## config.mk

```make
export PLATFORM = sky130hd
export DESIGN_NAME = edge_generator
export DESIGN_NICKNAME = d
export VERILOG_FILES = /design/src/rtl/edge_gen_pkg.sv /design/src/rtl/edge_gen_lane.sv /design/src/rtl/edge_generator.sv
export SDC_FILE = /design/constraint.sdc
export NUM_CORES = 1
export LEC_CHECK = 0
export ABC_AREA = 1
export BUFFER_PORTS_ARGS = -buffer_cell sky130_fd_sc_hd__buf_2
export CORE_MARGIN = 2
export CORE_UTILIZATION = 50
export CTS_BUF_LIST = sky130_fd_sc_hd__clkbuf_8
export DETAILED_ROUTE_END_ITERATION = 6
export PLACE_DENSITY = 0.67
export SLEW_MARGIN = 20
export SYNTH_ARGS = -nofsm -noshare
export SYNTH_HDL_FRONTEND = slang
export SYNTH_HIERARCHICAL = 1
export SYNTH_SLANG_ARGS = --single-unit
```

## constraint.sdc

```tcl
create_clock -name CLK -period 1.2 [get_ports CLK]
set_input_delay 0.06 -clock CLK [delete_from_list [all_inputs] [get_ports CLK]]
set_output_delay 0.06 -clock CLK [all_outputs]
set_load 0.1 [all_outputs]
```

## src/rtl/edge_gen_pkg.sv

```systemverilog
// Shared types and helpers for the multi-lane edge generator.
// Lane state is kept as one packed struct so a lane is a single register bank.
package edge_gen_pkg;

    localparam int HOLD_W_MAX = 16;

    function automatic int hold_cnt_w(input int min_hold);
        return (min_hold > 2) ? $clog2(min_hold) : 1;
    endfunction

    typedef struct packed {
        logic                  level;
        logic [HOLD_W_MAX-1:0] hold_cnt;
        logic                  pend;
    } lane_state_t;

endpackage

```

## src/rtl/edge_gen_lane.sv

```systemverilog
// One lane: registered level with a minimum hold window, deferral of edges
// requested during the window, and glitch cancellation of deferred edges.
module edge_gen_lane
    import edge_gen_pkg::*;
#(
    parameter int   MIN_HOLD    = 4,
    parameter logic RESET_LEVEL = 1'b0
) (
    input  logic CLK,
    input  logic nRST,
    input  logic rise_req,
    input  logic fall_req,
    output logic signal_out,
    output logic busy,
    output logic cancel,
    output logic conflict
);

    localparam int                    HW       = hold_cnt_w(MIN_HOLD);
    localparam logic [HW-1:0]         LOAD     = HW'(MIN_HOLD - 1);
    // Counter only ever holds HW-bit values; the upper struct bits stay zero.
    localparam logic [HOLD_W_MAX-1:0] LOAD_EXT = HOLD_W_MAX'(LOAD);
    localparam logic [HOLD_W_MAX-1:0] ONE      = HOLD_W_MAX'(1);

    lane_state_t st;
    logic        cnt_zero;
    logic        opp_req;
    logic        same_req;

    assign cnt_zero = (st.hold_cnt == '0);
    assign opp_req  = (rise_req & ~st.level) | (fall_req & st.level);
    assign same_req = (rise_req & st.level) | (fall_req & ~st.level);

    always_ff @(posedge CLK or negedge nRST) begin
        if (!nRST) begin
            st.level    <= RESET_LEVEL;
            st.hold_cnt <= '0;
            st.pend     <= 1'b0;
            cancel      <= 1'b0;
            conflict    <= 1'b0;
        end else begin
            cancel   <= 1'b0;
            conflict <= 1'b0;
            if (rise_req && fall_req) begin
                // Level and pending edge are frozen; the hold window is time based and keeps running.
                conflict <= 1'b1;
                if (!cnt_zero) st.hold_cnt <= st.hold_cnt - ONE;
            end else if (cnt_zero && (st.pend || opp_req)) begin
                st.level    <= ~st.level;
                st.hold_cnt <= LOAD_EXT;
                st.pend     <= 1'b0;
            end else if (!cnt_zero) begin
                st.hold_cnt <= st.hold_cnt - ONE;
                if (opp_req && !st.pend) begin
                    st.pend <= 1'b1;
                end else if (st.pend && same_req) begin
                    st.pend <= 1'b0;
                    cancel  <= 1'b1;
                end
            end
        end
    end

    assign signal_out = st.level;
    assign busy       = ~cnt_zero | st.pend;

endmodule

```

## src/rtl/edge_generator.sv

```systemverilog
// Multi-lane rate-limited level generator; lanes are independent copies.
module edge_generator
    import edge_gen_pkg::*;
#(
    parameter int               WIDTH       = 1,
    parameter int               MIN_HOLD    = 4,
    parameter logic [WIDTH-1:0] RESET_LEVEL = '0
) (
    input  logic             CLK,
    input  logic             nRST,
    input  logic [WIDTH-1:0] rise_req,
    input  logic [WIDTH-1:0] fall_req,
    output logic [WIDTH-1:0] signal_out,
    output logic [WIDTH-1:0] busy,
    output logic [WIDTH-1:0] cancel,
    output logic [WIDTH-1:0] conflict
);

    for (genvar i = 0; i < WIDTH; i++) begin : g_lane
        edge_gen_lane #(
            .MIN_HOLD    (MIN_HOLD),
            .RESET_LEVEL (RESET_LEVEL[i])
        ) u_lane (
            .CLK        (CLK),
            .nRST       (nRST),
            .rise_req   (rise_req[i]),
            .fall_req   (fall_req[i]),
            .signal_out (signal_out[i]),
            .busy       (busy[i]),
            .cancel     (cancel[i]),
            .conflict   (conflict[i])
        );
    end

endmodule

```

==> flow_metrics.py <==
metrics = {
    "timing": {
        "finalSetupTns_ns": -6.18,
        "max_slew_margin": 0.666,
        "worst_slack_ns": -0.401,
        "rsz0062_at_grt": "true",
        "fmax_ghz": 0.625,
        "setup-violations-final": 20,
        "timing.final.crit_share": 1.33,
        "skew_ns": 0.00777,
        "worst_slew_pin_slew_ns": 0.505,
        "maxSlewViolCount": 0,
        "finalHoldViolations": 0,
        "period_minus_slack_ns": 1.60,
    },
    "die": {
        "coreArea_sq_mm": 0.00225,
        "pin_count": 8,
        "start_util": 0.536,
        "die_w_microns": 53.2,
        "die_area_sq_mm": 0.00283,
        "std_cell_rows": 17,
        "die_height_microns": 53.2,
    },
    "global_routing": {
        "grt_antenna_before_repair": 0,
        "grt_max_degree": 21,
        "grt.total_usage": 0.355,
        "grt_pass1_vias": 1468,
        "grt_first_pass_wirelength_microns": 6920,
        "overflow": 0,
    },
    "clock_network": {
        "clkSinkCount": 20,
        "worstSkewPairLatency_ns": 0.26,
        "cts_tree": "done",
        "cts.clk_slew.worst_paths_ns": 0.08,
        "clock_tree.root_cell": "clkbuf_8",
        "htreeDepth": 1,
        "cts-buffers-inserted": 3,
        "cts_buffer_depth": 2,
    },
    "routing": {
        "wl_microns": 5810,
        "dr.pass1.iters": 4,
        "drt_iter0_markers": 84,
        "vias": 1572,
        "wl_per_cell_microns": 21.9,
        "via_per_inst": 5.93,
        "ant_nets": 0,
        "drc": 0,
    },
    "power_and_ir_drop": {
        "vdd_ir_drop_max_v": 0.00206,
        "p_leak_nw": 1.07,
        "p_total_w": 0.00555,
        "pwr_density_cell_mw_per_mm2": 2630,
    },
    "min_path": {
        "hold_class": "in2reg",
    },
    "place": {
        "placed_cells": 236,
        "place_ws_ns": -0.200,
        "port_buffers": 7,
        "finalWeightedCongestion": 0.905,
        "hpwl_microns": 1980,
    },
    "cells_and_area": {
        "fin_cells": 265,
        "drive_gt1_frac": 0.532,
        "fin_nets": 244,
        "area_growth_pct": 74.8,
        "num_antenna_cells": 0,
        "fin_util": 0.937,
        "nFillCells": 73,
    },
    "worst_setup_path": {
        "critPathTopFamily": "simple AND/OR/NAND/NOR gates",
        "crit_arrival_ns": 1.80,
        "start_kind": "flop",
        "criticalPathCategory": "reg2reg",
        "path_common_cell": "nand2_1",
        "cp_cell_sequence": "nor2_4, buf_4, buf_4, nand2_1, nor2_1, nand2_1, nand2_1, nand2_1, inv_1",
        "crit_fanout": 3,
        "slowest_delay_ns": 0.44,
        "cpMaxStageDelayCell": "dfrtp_1",
        "crit_path_end_kind": "flop",
        "worst-path-buf-inv": 3,
        "required_ns": 1.40,
    },
    "outcome": {
        "violations": "setup timing",
        "status": "finished, violations left",
    },
    "yosys": {
        "synth_simple_gate_area_share": 0.386,
        "ys_warn_count": 6,
        "synth_area_sq_mm": 0.00121,
        "synth-seq-cells": 20,
        "synthCells": 169,
        "ys_seq_area_frac": 0.414,
        "syn_avg_cell_area_sq_um": 7.15,
        "synth_top_family_by_area": "simple AND/OR/NAND/NOR gates",
        "synth_cell_types": 20,
        "synth-xor-area-share": 0.00725,
        "synth_fa_ha_area_frac": 0.0207,
        "synth_compound_area_frac": 0.0476,
        "syn_nets": 175,
        "synth.mux.area_fraction": 0,
    },
    "run": {
        "cap_violations": 0,
    },
}
placed cells by master (no fill, tap or decap), drive strengths merged:
cell type | synthesis | final
and3 | 2 | 2
nand3 | 15 | 15
buf | 1 | 61
dfrtp | 20 | 20
a21oi | 3 | 3
ha | 2 | 2
inv | 37 | 37
dlygate4sd3 | 0 | 1
xor2 | 1 | 1
o21ai | 7 | 7
nand2 | 50 | 53
clkbuf | 0 | 4
nor3 | 5 | 5
a21boi | 1 | 1
nor2 | 23 | 23
nand4 | 2 | 2
cells in the mapped netlist, drive strengths merged:
library cell	n	area share
nand2	50	0.17
inv	37	0.11
nor2	23	0.098
dfrtp	20	0.41
nand3	15	0.079
o21ai	7	0.029
nor3	5	0.021
a21oi	3	0.012
and3	2	0.010
ha	2	0.021
nand4	2	0.010
a21boi	1	0.0062
buf	1	0.0093
xor2	1	0.0072
what timing repair did:
| action | in CTS | in global routing |
|---|---|---|
| endpoints found under the setup margin | 20 | 20 |
| cloned | 2 | 1 |
| setup buffers | 19 | 2 |
| resized for setup | 34 | 32 |
| hold endpoints to repair | 20 | 0 |
| pin swaps | 17 | 8 |
| hold buffers | 1 | 0 |
cells by family (layout without fill, tap and decap cells):
group	after synthesis	in the layout
simple gates	97	100
buf+inv	38	103
flops	20	20
compound gates	11	11
fa+ha+maj	2	2
xor+xnor	1	1
path summary, 6_finish.rpt:
check / start / to / slack [ns] / depth (start not counted)
worst min-delay path: rise_req / g_lane[0].u_lane/conflict / 0.14 / 3
worst max register to register: g_lane[0].u_lane/st[3] / g_lane[0].u_lane/st[9] / -0.40 / 9
min in group asynchronous: nRST / g_lane[0].u_lane/st[15] / 0.28 / 2
worst max-delay path: g_lane[0].u_lane/st[3] / g_lane[0].u_lane/st[9] / -0.40 / 9
worst min register to register: g_lane[0].u_lane/st[15] / g_lane[0].u_lane/st[15] / 0.66 / 3
max in group asynchronous: nRST / g_lane[0].u_lane/signal_out / 0.54 / 2
registers in the layout, summed over array words and instances, names as in the netlist:
| name | flops |
|---|---|
| g_lane.u_lane/conflict | 1 |
| g_lane.u_lane/st | 17 |
| g_lane.u_lane/signal_out | 1 |
| g_lane.u_lane/cancel | 1 |
stage by stage:
step,hold slack (ns),instance area [sq um]
after detailed placement,0.0384,1590
after global routing,0.132,2110
after global placement,0.0352,1590
after CTS,0.0637,1950
final,0.136,2110
after floorplan,-0.236,1260
routing by layer:
layer,global-route usage,wire length [microns],up-vias
met5,0,0,-
met1,0.363,1930,716
met2,0.635,2870,147
met3,0.0989,547,54
met4,0.209,460,0
li1,-,-,655
cell type report:
cell class	count	area [sq um]	area share
Tap cell	28	35.0	0.0166
Inverter	37	141	0.0669
Timing Repair Buffer	62	510	0.242
Clock buffer	4	55.1	0.0261
Multi-Input combinational cell	114	867	0.410
Sequential cell	20	504	0.239
worst register-to-register path: cells and delay by family (launching register included):
family / cells / cell delay (ns)
flops: 1 / 0.44
buf+inv: 3 / 0.34
simple gates: 6 / 0.75
power by group:
part / leakage [nW] / switching, W / internal (W) / total [W]
clock network: 0.0288 / 0.000228 / 0.000292 / 0.000520
logic: 0.800 / 0.00216 / 0.00158 / 0.00374
registers: 0.245 / 0.000315 / 0.000981 / 0.00130
total: 1.07 / 0.00270 / 0.00285 / 0.00555
Note: power is estimated with default switching activity, not from simulation.
